$ cat src/rtl/emg_stim_sequencer.sv
// Steps a channel select across NUM_CH electrodes with programmable dwell, scan mode and frame count.
// It emits a one-cycle start pulse at the beginning of every dwell and a frame_done pulse on the last cycle of each frame.
//
// state | meaning
// IDLE  | waiting for En; the configuration is latched on the start edge
// RUN   | stepping channels, busy=1
// DONE  | finite frame count reached; waits for En=0 before going back to IDLE
module emg_stim_sequencer #(
   parameter int NUM_CH  = 16,
   parameter int CH_W    = 4,
   parameter int DWELL_W = 8,
   parameter int FRAME_W = 8
) (
   input  logic               CLK,
   input  logic               Reset_n,
   input  logic               En,
   input  logic [1:0]         Mode,
   input  logic [NUM_CH-1:0]  Ch_Mask,
   input  logic [CH_W-1:0]    Hold_Ch,
   input  logic [DWELL_W-1:0] Dwell,
   input  logic [FRAME_W-1:0] Num_Frames,
   output logic [CH_W-1:0]    CH_Sel,
   output logic               start,
   output logic               frame_done,
   output logic               busy
);

   typedef enum logic [1:0] {IDLE, RUN, DONE} state_t;

   localparam logic [1:0]      M_ALL  = 2'b00;
   localparam logic [1:0]      M_MASK = 2'b01;
   localparam logic [1:0]      M_HOLD = 2'b10;
   localparam logic [CH_W-1:0] CH_MAX = CH_W'(NUM_CH - 1);

   function automatic logic [CH_W-1:0] lowest_set(input logic [NUM_CH-1:0] m);
      lowest_set = '0;
      for (int i = NUM_CH - 1; i >= 0; i--)
         if (m[i]) lowest_set = CH_W'(i);
   endfunction

   function automatic logic [CH_W-1:0] highest_set(input logic [NUM_CH-1:0] m);
      highest_set = '0;
      for (int i = 0; i < NUM_CH; i++)
         if (m[i]) highest_set = CH_W'(i);
   endfunction

   function automatic logic [CH_W-1:0] next_set(input logic [NUM_CH-1:0] m,
                                                input logic [CH_W-1:0]   cur);
      next_set = lowest_set(m);
      for (int i = NUM_CH - 1; i >= 0; i--)
         if (m[i] && (CH_W'(i) > cur)) next_set = CH_W'(i);
   endfunction

   state_t               state_q, state_d;
   logic [CH_W-1:0]      ch_q, ch_d;
   logic [DWELL_W-1:0]   cnt_q, cnt_d;
   logic [FRAME_W-1:0]   frame_q, frame_d;
   logic                 start_d, fd_d, busy_d;
   logic                 stop_q, stop_d;
   logic                 start_q, fd_q, busy_q;

   logic [1:0]           mode_q, mode_c;
   logic [NUM_CH-1:0]    mask_q, mask_c;
   logic [CH_W-1:0]      hold_q, hold_c;
   logic [DWELL_W-1:0]   dlast_q, dlast_c;
   logic [FRAME_W-1:0]   nf_q, nf_c;
   logic [CH_W-1:0]      hi_c, first_c;
   logic [FRAME_W-1:0]   fc_inc;
   logic                 last_cur, last_nxt;

   always_comb begin
      // While IDLE the live inputs are the configuration; afterwards the latched copy is used.
      if (state_q == IDLE) begin
         mode_c  = (Mode == 2'b11) ? M_ALL : Mode;
         mask_c  = Ch_Mask;
         hold_c  = (int'({1'b0, Hold_Ch}) >= NUM_CH) ? CH_MAX : Hold_Ch;
         dlast_c = (Dwell == '0) ? '0 : Dwell - DWELL_W'(1);
         nf_c    = Num_Frames;
      end else begin
         mode_c  = mode_q;
         mask_c  = mask_q;
         hold_c  = hold_q;
         dlast_c = dlast_q;
         nf_c    = nf_q;
      end
      hi_c = highest_set(mask_c);
      case (mode_c)
         M_MASK:  first_c = lowest_set(mask_c);
         M_HOLD:  first_c = hold_c;
         default: first_c = '0;
      endcase
   end

   always_comb begin
      state_d  = state_q;
      ch_d     = ch_q;
      cnt_d    = cnt_q;
      frame_d  = frame_q;
      stop_d   = 1'b0;
      fc_inc   = frame_q + FRAME_W'(1);
      last_cur = (mode_c == M_HOLD) || (mode_c == M_MASK ? (ch_q == hi_c) : (ch_q == CH_MAX));

      case (state_q)
         IDLE: begin
            if (En && !(mode_c == M_MASK && mask_c == '0)) begin
               state_d = RUN;
               ch_d    = first_c;
               cnt_d   = '0;
               frame_d = '0;
            end
         end
         RUN: begin
            stop_d = stop_q || !En;
            if (cnt_q == dlast_c) begin
               cnt_d = '0;
               if (last_cur) frame_d = fc_inc;
               if (last_cur && nf_c != '0 && fc_inc == nf_c) begin
                  state_d = DONE;
               end else if (stop_d) begin
                  state_d = IDLE;
               end else begin
                  case (mode_c)
                     M_MASK:  ch_d = next_set(mask_c, ch_q);
                     M_HOLD:  ch_d = ch_q;
                     default: ch_d = (ch_q == CH_MAX) ? '0 : ch_q + CH_W'(1);
                  endcase
               end
            end else begin
               cnt_d = cnt_q + DWELL_W'(1);
            end
         end
         DONE: begin
            if (!En) state_d = IDLE;
         end
         default: state_d = IDLE;
      endcase

      // Outputs are registered, so they are derived from the next-state values.
      last_nxt = (mode_c == M_HOLD) || (mode_c == M_MASK ? (ch_d == hi_c) : (ch_d == CH_MAX));
      busy_d   = (state_d == RUN);
      start_d  = busy_d && (cnt_d == '0);
      fd_d     = busy_d && (cnt_d == dlast_c) && last_nxt;
   end

   always_ff @(posedge CLK or negedge Reset_n) begin
      if (!Reset_n) begin
         state_q <= IDLE;
         ch_q    <= '0;
         cnt_q   <= '0;
         frame_q <= '0;
         stop_q  <= 1'b0;
         start_q <= 1'b0;
         fd_q    <= 1'b0;
         busy_q  <= 1'b0;
         mode_q  <= M_ALL;
         mask_q  <= '0;
         hold_q  <= '0;
         dlast_q <= '0;
         nf_q    <= '0;
      end else begin
         state_q <= state_d;
         ch_q    <= ch_d;
         cnt_q   <= cnt_d;
         frame_q <= frame_d;
         stop_q  <= stop_d;
         start_q <= start_d;
         fd_q    <= fd_d;
         busy_q  <= busy_d;
         if (state_q == IDLE && En) begin
            mode_q  <= mode_c;
            mask_q  <= mask_c;
            hold_q  <= hold_c;
            dlast_q <= dlast_c;
            nf_q    <= nf_c;
         end
      end
   end

   assign CH_Sel     = ch_q;
   assign start      = start_q;
   assign frame_done = fd_q;
   assign busy       = busy_q;

endmodule

$ cat config.mk
export PLATFORM = sky130hd
export DESIGN_NAME = emg_stim_sequencer
export DESIGN_NICKNAME = d
export VERILOG_FILES = /design/src/rtl/emg_stim_sequencer.sv
export SDC_FILE = /design/constraint.sdc
export NUM_CORES = 1
export LEC_CHECK = 0
export ABC_AREA = 1
export ABC_CLOCK_PERIOD_IN_PS = 5700
export CORE_ASPECT_RATIO = 1.5
export CORE_MARGIN = 3
export CORE_UTILIZATION = 60
export DETAILED_ROUTE_END_ITERATION = 10
export GPL_TIMING_DRIVEN = 1
export PLACE_DENSITY = 0.93
export SLEW_MARGIN = 10
export SYNTH_ARGS = -nofsm -noshare
export SYNTH_HDL_FRONTEND = slang
export SYNTH_SLANG_ARGS = --single-unit
$ cat constraint.sdc
create_clock -name CLK -period 5.7 [get_ports CLK]
set_input_delay 0.855 -clock CLK [delete_from_list [all_inputs] [get_ports CLK]]
set_output_delay 0.855 -clock CLK [all_outputs]
set_load 0.01 [all_outputs]
# Word-level counts from Yosys, hierarchy flattened
# Index checks and enable logic that the tools add are counted.
word_totals:
  wordCells: 163
  register_bits: 64
op_classes:
  n_eq_ne: 16
  n_mux: 78
  order_cmp: 16
  n_reduce_logical: 36
  n_addsub: 4
ops:
  columns: ["cell", "count"]
  rows:
  - ["4-bit two-way mux", 52]
  - ["8-bit two-way mux", 8]
  - ["4-bit greater-than comparator (first input constant)", 8]
  - ["8-bit one-hot mux with 2 select lines", 2]
  - ["8-bit equality test", 3]
  - ["1-bit logical AND", 24]
  - ["4-bit one-hot mux with 2 select lines", 3]
  - ["8-bit by 1-bit adder with 8-bit output (second input constant)", 2]
  - ["3-bit by 4-bit greater-than comparator with 1-bit output (first input constant)", 4]
  - ["16-bit zero test", 1]
  - ["8-bit zero test", 2]
  - ["16-bit two-way mux", 1]
  - ["2-bit two-way mux", 7]
  - ["4-bit equality test", 2]
  - ["4-bit equality test (second input constant)", 2]
  - ["1-bit by 4-bit greater-than comparator with 1-bit output (first input constant)", 2]
  - ["2-bit by 4-bit greater-than comparator with 1-bit output (first input constant)", 2]
  - ["8-bit nonzero test", 1]
  - ["8-bit by 1-bit subtractor with 8-bit output (second input constant)", 1]
  - ["2-bit by 1-bit equality test with 1-bit output (second input constant)", 3]
  - ["2-bit equality test (second input constant)", 3]
  - ["2-bit != test (second input constant)", 3]
  - ["2-bit one-hot mux with 3 select lines", 1]
  - ["4-bit by 1-bit adder with 4-bit output (second input constant)", 1]
  - ["6 further kinds", 12]

# Depth between registers and ports, before layout
# Gate-level depths: netlist of run 1.
depth:
  word_depth: 43
  depth_mapped: 44
  depth_no_buf: 43

# Worst setup path after synthesis of run 1
# No wires, ideal clock.
synth_timing:
  kind: "register to register"
  startpoint: "reg state_q[1]"
  endpoint: "reg fd_q (netlist: frame_done)"
  period_less_slack_ps: 3667
  arrival_ps: 3594
  required_time_ps: 5627
  path_stages_with_launch: 26
  setup_slack_ps: 2033
  path_cell_list: "dfrtp_1 > buf_6 > nor2_8 > buf_6 > clkbuf_1 > clkbuf_1 > nand3_1 > o21ai_0 > ha_1 > clkinv_1 > a21oi_2 > o21ai_1 > nor4_2 > nand3_1 > nand2_1 > o21ai_2 > nor2_4 > nor2_4 > nand2_4 > inv_4 > o211ai_2 > nand2_2 > xor2_1 > nor3_2 > nand3_1 > a21oi_2"
synth_between:
  elab_cells_between_ends: 109
synth_rtl:
  columns: ["item", "line", "text"]
  rows:
  - ["from (decl)", "54", "state_t state_q, state_d;"]
  - ["from (signal assigned)", "161", "state_q <= state_d;"]
  - ["2-bit zero test (*)", "73", "if (state_q == IDLE) begin"]
  - ["2-bit two-way mux (*)", "73", null]
  - ["named net mode_c[0]", "62", "logic [1:0] mode_q, mode_c;"]
  - ["2-bit by 1-bit equality test with 1-bit output", null, null]
  - ["1-bit two-way mux", "101", "last_cur = (mode_c == M_HOLD) || (mode_c == M_MASK ? (ch_q == hi_c) : (ch_q == CH_MAX));"]
  - ["1-bit logical OR", "101", null]
  - ["1-bit logical AND (2 in series)", "117", "if (last_cur && nf_c != '0 && fc_inc == nf_c) begin"]
  - ["4-bit two-way mux", "117", null]
  - ["4-bit two-way mux", "114", "if (cnt_q == dlast_c) begin"]
  - ["4-bit one-hot mux with 2 select lines", "103", "case (state_q)"]
  - ["4-bit equality test", "139", "last_nxt = (mode_c == M_HOLD) || (mode_c == M_MASK ? (ch_d == hi_c) : (ch_d == CH_MAX));"]
  - ["1-bit two-way mux", "139", null]
  - ["1-bit logical OR", "139", null]
  - ["1-bit logical AND (*)", "142", "fd_d = busy_d && (cnt_d == dlast_c) && last_nxt;"]
  - ["named net fd_d", "58", "logic start_d, fd_d, busy_d;"]
  - ["to (signal assigned)", "153", "fd_q <= 1'b0;"]
  - ["to (signal assigned)", "167", "fd_q <= fd_d;"]
  - ["to (decl)", "60", "logic start_q, fd_q, busy_q;"]
# Mark *: on every way through the listed nets, which the timed path passes. The rest lies on a longest branch.
# A chain may end at the register's enable or synchronous reset.

# Worst setup path after layout of run 1
layout_timing:
  startpoint: "reg state_q[1]"
  endpoint: "reg frame_q[0]"
layout_between:
  elab_chain_cells: 22
  elab_cells_between_ends: 36
layout_lines:
  columns: ["item", "line", "text"]
  rows:
  - ["2-bit zero test", "73, 103", null]
  - ["16-bit two-way mux", "73", null]
  - ["1-bit two-way mux", "44", "if (m[i]) highest_set = CH_W'(i);"]
  - ["4-bit two-way mux (14 in series)", "44", null]
  - ["4-bit equality test", "101", null]
  - ["1-bit two-way mux", "101", null]
  - ["1-bit logical OR", "101", null]
  - ["2-bit != test (no source line)", null, null]
  - ["4-bit AND reduction (no source line)", null, null]
  - ["to (signal assigned)", "164", "frame_q <= frame_d;"]
  - ["to (decl)", "57", "logic [FRAME_W-1:0] frame_q, frame_d;"]
# Parallel ways exist; a longest one is shown, timed or not.

==> results of run 1 <==
## worst paths after layout
path	depth (start not counted)	end
worst max-delay path	22	frame_q[0]$_DFFE_PN0P_
worst min-delay path	2	dlast_q[6]$_DFFE_PN0P_
worst max register to register	22	frame_q[0]$_DFFE_PN0P_
worst min register to register	2	dlast_q[6]$_DFFE_PN0P_
max in group asynchronous	2	state_q[0]$_DFF_PN0_
min in group asynchronous	2	mask_q[7]$_DFFE_PN0P_
## Yosys cell counts (2+ instances only)
cell,count,area (sq um)
nand2_1,176,661
inv_1,98,368
o21ai_0,74,370
dfrtp_1,64,1600
nor2_1,39,146
xor2_1,35,307
nand3_1,26,130
a21oi_1,18,90.1
o22ai_1,13,81.3
nor3_1,12,60.1
o21ai_2,12,105
clkbuf_1,11,41.3
ha_1,9,113
nand2_2,8,50.1
inv_2,7,26.3
o31ai_1,7,52.6
xnor2_1,7,61.3
a22oi_1,4,30.0
buf_6,4,45.0
nand4_1,4,25.0
nor2_4,4,45.0
nor4_1,4,25.0
buf_2,3,15.0
nor2_2,3,18.8
o21ai_1,3,15.0
a21oi_2,2,17.5
o211ai_1,2,15.0
## power by group through the flow
stage / Combinational (mW) / Clock [mW] / Sequential [mW]
after CTS: 1.99 / 0.361 / 0.808
after global routing: 2.25 / 0.377 / 0.837
after floorplan: 1.53 / 0 / 0.771
final: 2.00 / 0.358 / 0.811
after global placement: 1.90 / 0 / 0.804
after detailed placement: 1.97 / 0 / 0.818
## registers in the layout, summed over array words and instances (netlist names), 2 cells and up
register  count
CH_Sel        4
dlast_q       8
mode_q        2
cnt_q         8
state_q       2
mask_q       16
hold_q        4
frame_q       8
nf_q          8
## layer usage
layer	track usage	part of all wire
met1	0.289	0.36
met2	0.564	0.53
met3	0.0591	0.035
met4	0.224	0.071
met5	0	0
## worst min-delay path, stage by stage, from the launching register on
cell	delay [ns]
dfrtp_1	0.35
nand2_1	0.05
o21ai_0	0.06
## kinds of logic (layout without fill, tap and decap cells)
logic type               Yosys count  in the layout  share of synthesized area
AO/OA/AOI/OAI                    142            142                      0.179
XOR/XNOR                          42             42                     0.0784
adder cells (fa/ha/maj)            9              9                     0.0240
buffers and inverters            125            172                      0.108
flip-flops                        64             64                      0.341
AND/OR/NAND/NOR                  287            287                      0.270
## metrics by stage
step | setup slack, ns | utilization | instances
floorplan | 2.03 | - | 669
global placement | 1.40 | 0.701 | 800
detailed placement | 1.31 | 0.701 | 800
CTS | 1.40 | 0.723 | 816
global route | 0.895 | 0.723 | 816
finish | 1.37 | 0.723 | 816
## area by class of cell
type,instances,area (sq um),share of cell area
multi-input cells,480,2590,0.482
clock inverters,3,17.5,0.00327
inverters,107,404,0.0753
clock buffers,13,149,0.0278
flip-flops and latches,64,1600,0.299
repair buffers,49,480,0.0896
well taps,100,125,0.0233
==> out/results.md, run 1 <==
- finished clean — run status
- 0.631 — relative contribution of combinational cells to total power
- 5.53 — number of vias per cell
- state_q[1]$_DFF_PN0_ — start point of the critical path
- 0.0838 — fraction of layout instances using a drive strength above 1
- flop to flop — class of the tightest hold or removal check
- 7420 sq um — core box area
- 0 — count of flip-flops with a built-in enable after synthesis
- 0 — number of remaining DRC errors
- 0 — Max Cap Violations
- 0 — GR Overflow Total
- state_q[1]$_DFF_PN0_ — worst reg2reg startpoint
- 761 — number of nets in the layout
- 1.53 mW — internal power contribution
- simple AND/OR/NAND/NOR gates — kind of cell adding the most delay to the critical path
- 0.000355 V — IR Drop Worst-Case VDD
- flop — startpoint types
- 47 — IO buf count
- 65 — pin count of the biggest net entering global routing
- 2 — maximum buffer depth of the clock tree
- 669 — count of mapped cells out of synthesis
- 48 — io pins
- 0 — antenna violations before repair
- flop — CP endpoint kind
- 63 — critical-path maximum fanout
- 64 — number of clock sinks
- 5200 sq um — Post-Place Cell Area
- 0.07 ns — clock transition at the registers of the reported paths
- 1.10 ns — transition at the pin with the smallest max-transition slack
- 0.87 ns — peak per-stage delay on the critical path
- 3 — maximum level of the CTS H-tree
- 719 — net count after synthesis
- flop to flop — CP Class
- 4.55 ns — CP arrival
- 1.37 ns — worst reg-to-reg setup slack
- 0.633 — Initial Util
- 4.33 ns — fin crit period
- 0.341 — part of the Yosys area used for sequential elements
- 3.17 mW — final total power
- nand2_1 (176), inv_1 (98), o21ai_0 (74), dfrtp_1 (64), clkdlybuf4s50_1 (46) — top library cells by usage in the layout, fill and taps aside
- dfrtp_1 — main flop type after synthesis
- 14.3% — Layout Area Growth over Synthesis
- 0.262 — slew margin rel.
- 0 — final count of pins violating max slew
- clkbuf_8 — CTS root buffer
- built — TritonCTS clock tree
- 2.62 nW — static leakage power
- 114 um — overall die height
- 0.36 ns — clock latency on the worst-skew pair
- nand2_1 — most common cell after layout, fill and taps aside
- 9550 um — HPWL reported at the end of detailed placement
- 0.113 — part of the total power dissipated in the clock network
- 0 — post-CTS setup buffer count
- 5.91 ns — required arrival time at the worst endpoint
- 38 — num rows
- 8940 sq um — overall die area
- nand2_1 — most prevalent standard cell on the critical path
- 277 — 1st-iter DRT viols
- 15.4 um — Avg WL per Cell
- dlast_q[6]$_DFFE_PN0P_ — Hold Path Origin
- 9 — total CTS buffers
- 0 — CTS Hold Bufs
- 1 — number of buffer and inverter stages on the critical path
- 0 — Gates resized, CTS repair
- 0 — Hold Vio Cnt, Final
- 12600 um — Routed Wire Length
- o21ai_0 — worst-path cell with the longest stage delay
- 0.00872 ns — Max Clock Skew
- 21100 um — first-pass GRT wire length
- 4511 — total via count after detailed routing
- 1.01 — final RePlAce weighted congestion
- 231 MHz — maximum operating frequency
- 0.486 ns — worst hold slack after final layout
- 0 ns — total negative slack
- 0 — antenna diode count
- 591 nW/um^2 — power density cells
- 78.2 um — Die Width
- 1.64 mW — net load switching power
- 1.00 — asr flop ratio synth
- no — setup repair after global routing missed its margin
- 0 — antenna viol nets, final
- 7.02 sq um — mean area per synthesized cell
- 0 — Finish-stage setup viols
- 0 — Warnings, synthesis
- 64 — register bit total from synthesis
- 4690 sq um — mapped cell area
- 0.303 — Total GRT Usage
- 0.519 — fraction of power spent switching nets
- 612 — number of inserted filler cells in the final layout
- 0.760 — Period Utilization, post-route
- 0.256 — relative contribution of sequential cells to total power
- 5360 sq um — final standard cell area without fillers
- 4740 — vias in the first global route
- 47 — number of distinct library cells after synthesis
- 5 — number of optimization iterations in the first detailed-route pass
- nor2_8 -> o21ai_0 -> o21ai_0 -> nand2_1 -> nand2_1 -> nand2_1 -> nand2_1 -> nand2_1 -> nand2_1 -> nand2_1 -> nand2_1 -> nand2_1 -> nand2_1 -> nand2_1 -> nand2_1 -> nand2_1 -> nand3_1 -> nand2_1 -> o21ai_0 -> inv_1 -> nand3_1 -> o21ai_0 — CP cell instances
(Power assumes the default switching activity.)
==> run 2, diff against run 1 <==
ABC_CLOCK_PERIOD_IN_PS = 3770   (was 5700)
CORE_UTILIZATION = 52   (was 60)
PLACE_DENSITY = 0.86   (was 0.93)
clock period = 3.77 ns   (was 5.7 ns; I/O delays follow)
==> run 2 against run 1 <==
  * Combinational power grew 77%
  * First-iteration DRC count grew 43%
  * Sequential cell count is the same
  * Sequential power grew 52%
  * Final cell count grew 4.8%
  * Wire length grew 7.3%
  * Register-to-register slack lost 1.2 ns
  * Critical path depth grew 1
  * Power grew 77%
  * Sequential share of layout area shrank 2.6 points
  * Maximum frequency grew 22%
  * Critical path type unchanged
  * Critical endpoint is now frame_done$_DFF_PN0_
  * Largest cell class unchanged
  * Largest power group unchanged
==> out/results.md, run 2 (same netlist as run 1, synthesis figures left out) <==
- 0.683 — utilization of the core after routing, was 0.723
- 0.275 — met1 demand-to-capacity share in global routing, was 0.289
- 9 — total CTS buffers, unchanged
- 831 — cell count after placement, was 800
- 47 — IO buf count, unchanged
- 83.6 um — Die Width, was 78.2 um
- nand2_1 (170), inv_1 (96), o21ai_0 (70), dfrtp_1 (62), clkdlybuf4s50_1 (45) — top library cells by usage in the layout, fill and taps aside, was nand2_1 (176), inv_1 (98), o21ai_0 (74), dfrtp_1 (64), clkdlybuf4s50_1 (46)
- 0 — antenna violations before repair, unchanged
- 7 — critical-path maximum fanout, was 63
- 0.384 ns — worst hold slack after final layout, was 0.486 ns
- 0 — Finish-stage setup viols, unchanged
- 10200 sq um — overall die area, was 8940 sq um
- 0.270 — Total GRT Usage, was 0.303
- 0 — CTS Hold Bufs, unchanged
- 0.494 — routing usage on met2, was 0.564
- 0.220 — relative contribution of sequential cells to total power, was 0.256
- 64 — number of clock sinks, unchanged
- 397 — 1st-iter DRT viols, was 277
- 0.21 ns — worst reg-to-reg setup slack, was 1.37 ns
- 0.00681 ns — Max Clock Skew, was 0.00872 ns
- 0.976 ns — transition at the pin with the smallest max-transition slack, was 1.10 ns
- 9870 um — HPWL reported at the end of detailed placement, was 9550 um
- 0 — number of remaining DRC errors, unchanged
- 3.56 ns — fin crit period, was 4.33 ns
- 0.000512 V — IR Drop Worst-Case VDD, was 0.000355 V
- flop — CP endpoint kind, unchanged
- simple AND/OR/NAND/NOR gates — kind of cell adding the most delay to the critical path, unchanged
- 0 — antenna viol nets, final, unchanged
- 4822 — total via count after detailed routing, was 4511
- 43 — pin count of the biggest net entering global routing, was 65
- 0.349 — slew margin rel., was 0.262
- 5.60 mW — final total power, was 3.17 mW
- 0.34 ns — clock latency on the worst-skew pair, was 0.36 ns
- 2.87 nW — static leakage power, was 2.62 nW
- 2 — number of buffer and inverter stages on the critical path, was 1
- 8620 sq um — core box area, was 7420 sq um
- 5.64 — number of vias per cell, was 5.53
- 41 — num rows, was 38
- 0.0477 — GR Util met3, was 0.0591
- 0 — antenna diode count, unchanged
- 951 nW/um^2 — power density cells, was 591 nW/um^2
- 25.4% — Layout Area Growth over Synthesis, was 14.3%
- 48 — io pins, unchanged
- finished clean — run status, unchanged
- 0 ns — total negative slack, unchanged
- nand2_1 — most common cell after layout, fill and taps aside, unchanged
- 0.632 — relative contribution of combinational cells to total power, was 0.631
- 2.73 mW — net load switching power, was 1.64 mW
- 0 — GR Overflow Total, unchanged
- clkbuf_16 — CTS root buffer, was clkbuf_8
- 5400 sq um — Post-Place Cell Area, was 5200 sq um
- 3 — maximum level of the CTS H-tree, unchanged
- 3.84 ns — CP arrival, was 4.55 ns
- 281 MHz — maximum operating frequency, was 231 MHz
- 4831 — vias in the first global route, was 4740
- 0.946 — Period Utilization, post-route, was 0.760
- mask_q — largest register by flop count, unchanged
- 0.06 ns — clock transition at the registers of the reported paths, was 0.07 ns
- 0 — final count of pins violating max slew, unchanged
- 7 — number of optimization iterations in the first detailed-route pass, was 5
- 794 — number of nets in the layout, was 761
- 4.04 ns — required arrival time at the worst endpoint, was 5.91 ns
- flop to flop — CP Class, unchanged
- nand2_1 — most prevalent standard cell on the critical path, unchanged
- 0.205 ns — final worst slack, was 1.37 ns
- flop — startpoint types, unchanged
- dfrtp_2 — worst-path cell with the longest stage delay, was o21ai_0
- 0 — Max Cap Violations, unchanged
- met2 — gr busiest metal, unchanged
- built — TritonCTS clock tree, unchanged
- 16 — max FFs per register, unchanged
- 0.545 — Initial Util, was 0.633
- 2 — maximum buffer depth of the clock tree, unchanged
- 2.86 mW — internal power contribution, was 1.53 mW
- 15.8 um — Avg WL per Cell, was 15.4 um
- nor2_8 -> buf_6 -> buf_4 -> nand2_1 -> o21ai_2 -> and2_4 -> nand2_2 -> o21bai_1 -> xor2_1 -> nor4_2 -> nand3_1 -> nand2_1 -> o21ai_2 -> nor2_4 -> nor2_4 -> nand2_4 -> a21oi_1 -> o21ai_1 -> nand2_1 -> xor2_1 -> nor3_2 -> nand3_1 -> a21oi_2 — CP cell instances, was nor2_8 -> o21ai_0 -> o21ai_0 -> nand2_1 -> nand2_1 -> nand2_1 -> nand2_1 -> nand2_1 -> nand2_1 -> nand2_1 -> nand2_1 -> nand2_1 -> nand2_1 -> nand2_1 -> nand2_1 -> nand2_1 -> nand3_1 -> nand2_1 -> o21ai_0 -> inv_1 -> nand3_1 -> o21ai_0
- 855 — Cell Count, Final, Fillers Out, was 816
- input port to asynchronous set/reset pin — class of the tightest hold or removal check, was flop to flop
- 0.160 — fraction of layout instances using a drive strength above 1, was 0.0838
- -0.204 ns — Post-Place Worst Slack, was 1.31 ns
- 0.985 — final RePlAce weighted congestion, was 1.01
- 0.488 — fraction of power spent switching nets, was 0.519
- 5890 sq um — final standard cell area without fillers, was 5360 sq um
- 13500 um — Routed Wire Length, was 12600 um
- 0 — Hold Vio Cnt, Final, unchanged
- 0.47 ns — peak per-stage delay on the critical path, was 0.87 ns
- 122 um — overall die height, was 114 um
- 0.148 — part of the total power dissipated in the clock network, was 0.113
- 22100 um — first-pass GRT wire length, was 21100 um
[run 2: cell types whose count changed in the layout (fill, tap and decap cells not counted), sizes merged]
cell | before | now
buf | 3 | 35
clkinv | 3 | 2
dlymetal6s2s | 0 | 1
clkdlybuf4s50 | 46 | 45
clkinvlp | 1 | 2
[run 2: what timing repair did]
action,in CTS,in global routing
pin swaps,1,6
setup endpoints to repair,1,3
resized for setup,3,34
cloned,0,1
buffers inserted,0,8
[run 2: area by class of cell]
class | instances | area [sq um]
multi-input combinational | 480 | 2680
fill | 696 | 2730
timing repair inverter | 1 | 7.51
timing repair buffer | 81 | 763
clock inverter | 2 | 12.5
tap | 107 | 134
inverter | 107 | 404
clock buffer | 13 | 280
sequential | 64 | 1600
[run 2: path summary, 6_finish.rpt]
kind                       depth (start not counted)            startpoint                    end
min in group CLK                                   2   nf_q[1]$_DFFE_PN0P_    nf_q[1]$_DFFE_PN0P_
setup / recovery                                  23  state_q[1]$_DFF_PN0_   frame_done$_DFF_PN0_
max in group asynchronous                          2               Reset_n   state_q[0]$_DFF_PN0_
hold reg to reg                                    2   nf_q[1]$_DFFE_PN0P_    nf_q[1]$_DFFE_PN0P_
setup reg to reg                                  23  state_q[1]$_DFF_PN0_   frame_done$_DFF_PN0_
hold / removal                                     1               Reset_n  mask_q[8]$_DFFE_PN0P_
[run 2: routing by layer]
metal  wire length, um  up-vias
met5                 0        -
met4              1010        0
met3               647       72
met2              7080      202
met1              4770     2248
li1                  -     2300
[run 2: power groups by stage]
| stage | combinational (mW) | sequential, mW | clock [mW] |
|---|---|---|---|
| floorplan | 2.31 | 1.17 | 0 |
| global placement | 3.10 | 1.21 | 0 |
| detailed placement | 3.18 | 1.23 | 0 |
| CTS | 3.25 | 1.22 | 0.826 |
| global route | 3.94 | 1.27 | 0.857 |
| finish | 3.54 | 1.23 | 0.828 |
==> run 3, diff against run 2 <==
RECOVER_POWER = 25   (was not set)
TNS_END_PERCENT = 20   (was not set)
==> run 3 against run 2 <==
  * Utilization is essentially flat
  * Power is essentially flat
  * Worst hold slack gained 0.094 ns
  * Sequential share of layout area is essentially flat
  * Sequential cell count is the same
  * The flow now finishes with violations (capacitance limit, slew limit)
==> out/results.md, run 3 (same netlist as run 1, synthesis figures left out) <==
- finished, violations left — run status, was finished clean
- capacitance limit, slew limit — violations in the final reports
- 2.34 ns — transition at the pin with the smallest max-transition slack, was 0.976 ns
- 0 — GR Overflow Total, unchanged
- mask_q — largest register by flop count, unchanged
- nand2_1 — most common cell after layout, fill and taps aside, unchanged
- 4815 — total via count after detailed routing, was 4822
- -0.562 — slew margin rel., was 0.349
- 0.06 ns — clock transition at the registers of the reported paths, about the same
- built — TritonCTS clock tree, unchanged
- 794 — number of nets in the layout, unchanged
- 16 — max FFs per register, unchanged
- flop — startpoint types, unchanged
- 122 um — overall die height, unchanged
- 83.6 um — Die Width, unchanged
- 0.270 — Total GRT Usage, unchanged
- 13500 um — Routed Wire Length, about the same
- 697 — number of inserted filler cells in the final layout, was 696
- 48 — io pins, unchanged
- 0 — antenna violations before repair, unchanged
- 397 — 1st-iter DRT viols, unchanged
- 41 — num rows, unchanged
- 3.57 ns — fin crit period, was 3.56 ns
- 0.946 — Period Utilization, post-route, about the same
- 0.159 — fraction of layout instances using a drive strength above 1, was 0.160
- 47 — IO buf count, unchanged
- 22100 um — first-pass GRT wire length, unchanged
- 0.985 — final RePlAce weighted congestion, unchanged
- 4831 — vias in the first global route, unchanged
- nf_q[1]$_DFFE_PN0P_ — Hold Path Origin
- 0.000512 V — IR Drop Worst-Case VDD, about the same
- 2.86 nW — static leakage power, was 2.87 nW
- 1 — Max Cap Violations, was 0
- 25.4% — Layout Area Growth over Synthesis, about the same
- 0 — antenna viol nets, final, unchanged
- 0 — CTS Hold Bufs, unchanged
- 10200 sq um — overall die area, unchanged
- 0.34 ns — clock latency on the worst-skew pair, about the same
- 0 ns — total negative slack, unchanged
- 2 — maximum buffer depth of the clock tree, unchanged
- 43 — final count of pins violating max slew, was 0
- frame_done$_DFF_PN0_ — capture point of the worst reg-to-reg path, unchanged
- -0.204 ns — Post-Place Worst Slack, unchanged
- 4.04 ns — required arrival time at the worst endpoint, about the same
- 3.84 ns — CP arrival, about the same
- nand2_1 (170), inv_1 (96), o21ai_0 (70), dfrtp_1 (62), clkdlybuf4s50_1 (45) — top library cells by usage in the layout, fill and taps aside, unchanged
- 280 MHz — maximum operating frequency, was 281 MHz
- nf_q[1]$_DFFE_PN0P_ — endpoint of the worst hold path
- state_q[1]$_DFF_PN0_ — worst reg2reg startpoint, unchanged
- 0 — number of remaining DRC errors, unchanged
- 0.00683 ns — Max Clock Skew, was 0.00681 ns
- 7 — number of optimization iterations in the first detailed-route pass, unchanged
- 64 — number of clock sinks, unchanged
- 8620 sq um — core box area, unchanged
- 24 — logic depth of the worst register-to-register path, was 23
- clkbuf_16 — CTS root buffer, unchanged
- 950 nW/um^2 — power density cells, was 951 nW/um^2
- 9 — total CTS buffers, unchanged
- 3 — maximum level of the CTS H-tree, unchanged
- 0 — antenna diode count, unchanged
- 0.545 — Initial Util, unchanged
- flop to flop — class of the tightest hold or removal check, was input port to asynchronous set/reset pin
- 43 — pin count of the biggest net entering global routing, unchanged
- 0.204 ns — final worst slack, was 0.205 ns
- 0 — Finish-stage setup viols, unchanged
- 7 — critical-path maximum fanout, unchanged
- 0.20 ns — worst reg-to-reg setup slack, was 0.21 ns
- 5.63 — number of vias per cell, was 5.64
- flop — CP endpoint kind, unchanged
- 2 — Worst Hold Path Cells
- 15.8 um — Avg WL per Cell, about the same
- 0 — Hold Vio Cnt, Final, unchanged
- flop to flop — CP Class, unchanged
- 9870 um — HPWL reported at the end of detailed placement, unchanged
==> run 3: through the flow <==
step	hold WS, ns	power (mW)	std cells	cell area (sq um)	utilization
after CTS	0.422	5.30	846	5700	0.661
after global routing	0.520	6.07	855	5890	0.683
after floorplan	0.270	3.48	669	4690	-
after global placement	0.461	4.31	831	5400	0.626
final	0.478	5.59	855	5890	0.683
after detailed placement	0.470	4.41	831	5400	0.626
==> run 3: per-layer routing <==
layer,up-vias,global-route usage,routed length [um]
met5,-,0,0
met1,2249,0.275,4800
met4,0,0.193,1010
li1,2299,-,-
met3,72,0.0477,617
met2,195,0.494,7080
==> run 3: repair_timing <==
item	4_1_cts	5_1_grt
resized for setup	3	34
gates cloned	0	1
buffers inserted	0	8
setup endpoints to repair	1	3
pin swaps	1	6
==> run 3: report_power, final <==
part / internal (mW) / leakage (nW) / switching (mW)
Clock: 0.512 / 0.144 / 0.316
Combinational: 1.37 / 1.91 / 2.17
Sequential: 0.984 / 0.807 / 0.247
Total: 2.86 / 2.86 / 2.73
==> run 3: cell type report <==
cell class | count | area (sq um) | share of cell area
clock buffers | 13 | 280 | 0.0476
clock inverters | 2 | 12.5 | 0.00213
inverters | 107 | 404 | 0.0687
multi-input cells | 480 | 2680 | 0.456
flip-flops and latches | 64 | 1600 | 0.273
well taps | 107 | 134 | 0.0227
repair buffers | 81 | 762 | 0.129
repair inverters | 1 | 7.51 | 0.00128
==> run 3: worst max-delay path, stage by stage (launching register included) <==
cell and delay (ns):
dfrtp_2 0.47, nor2_8 0.21, buf_6 0.17, buf_4 0.15, nand2_1 0.06, o21ai_2 0.09, inv_2 0.09, nor2_4 0.13
nand2_2 0.08, o21bai_1 0.22, xor2_1 0.11, nor4_2 0.29, nand3_1 0.10, nand2_1 0.10, o21ai_2 0.08, nor2_4 0.12
nor2_4 0.05, nand2_4 0.09, a21oi_1 0.08, o21ai_1 0.10, nand2_1 0.10, xor2_1 0.17, nor3_2 0.17, nand3_1 0.11
a21oi_2 0.14
==> run 3: worst max path at each step <==
stage / from / to / slack, ns / depth (start not counted)
detailed placement: Dwell[2] / frame_done$_DFF_PN0_ / -0.20 / 19
floorplan: state_q[1]$_DFF_PN0_ / frame_done$_DFF_PN0_ / 0.10 / 25
finish: state_q[1]$_DFF_PN0_ / frame_done$_DFF_PN0_ / 0.20 / 24
global route: state_q[1]$_DFF_PN0_ / frame_done$_DFF_PN0_ / -0.07 / 42
global placement: Dwell[2] / frame_done$_DFF_PN0_ / -0.08 / 18
CTS: state_q[0]$_DFF_PN0_ / frame_done$_DFF_PN0_ / 0.02 / 17
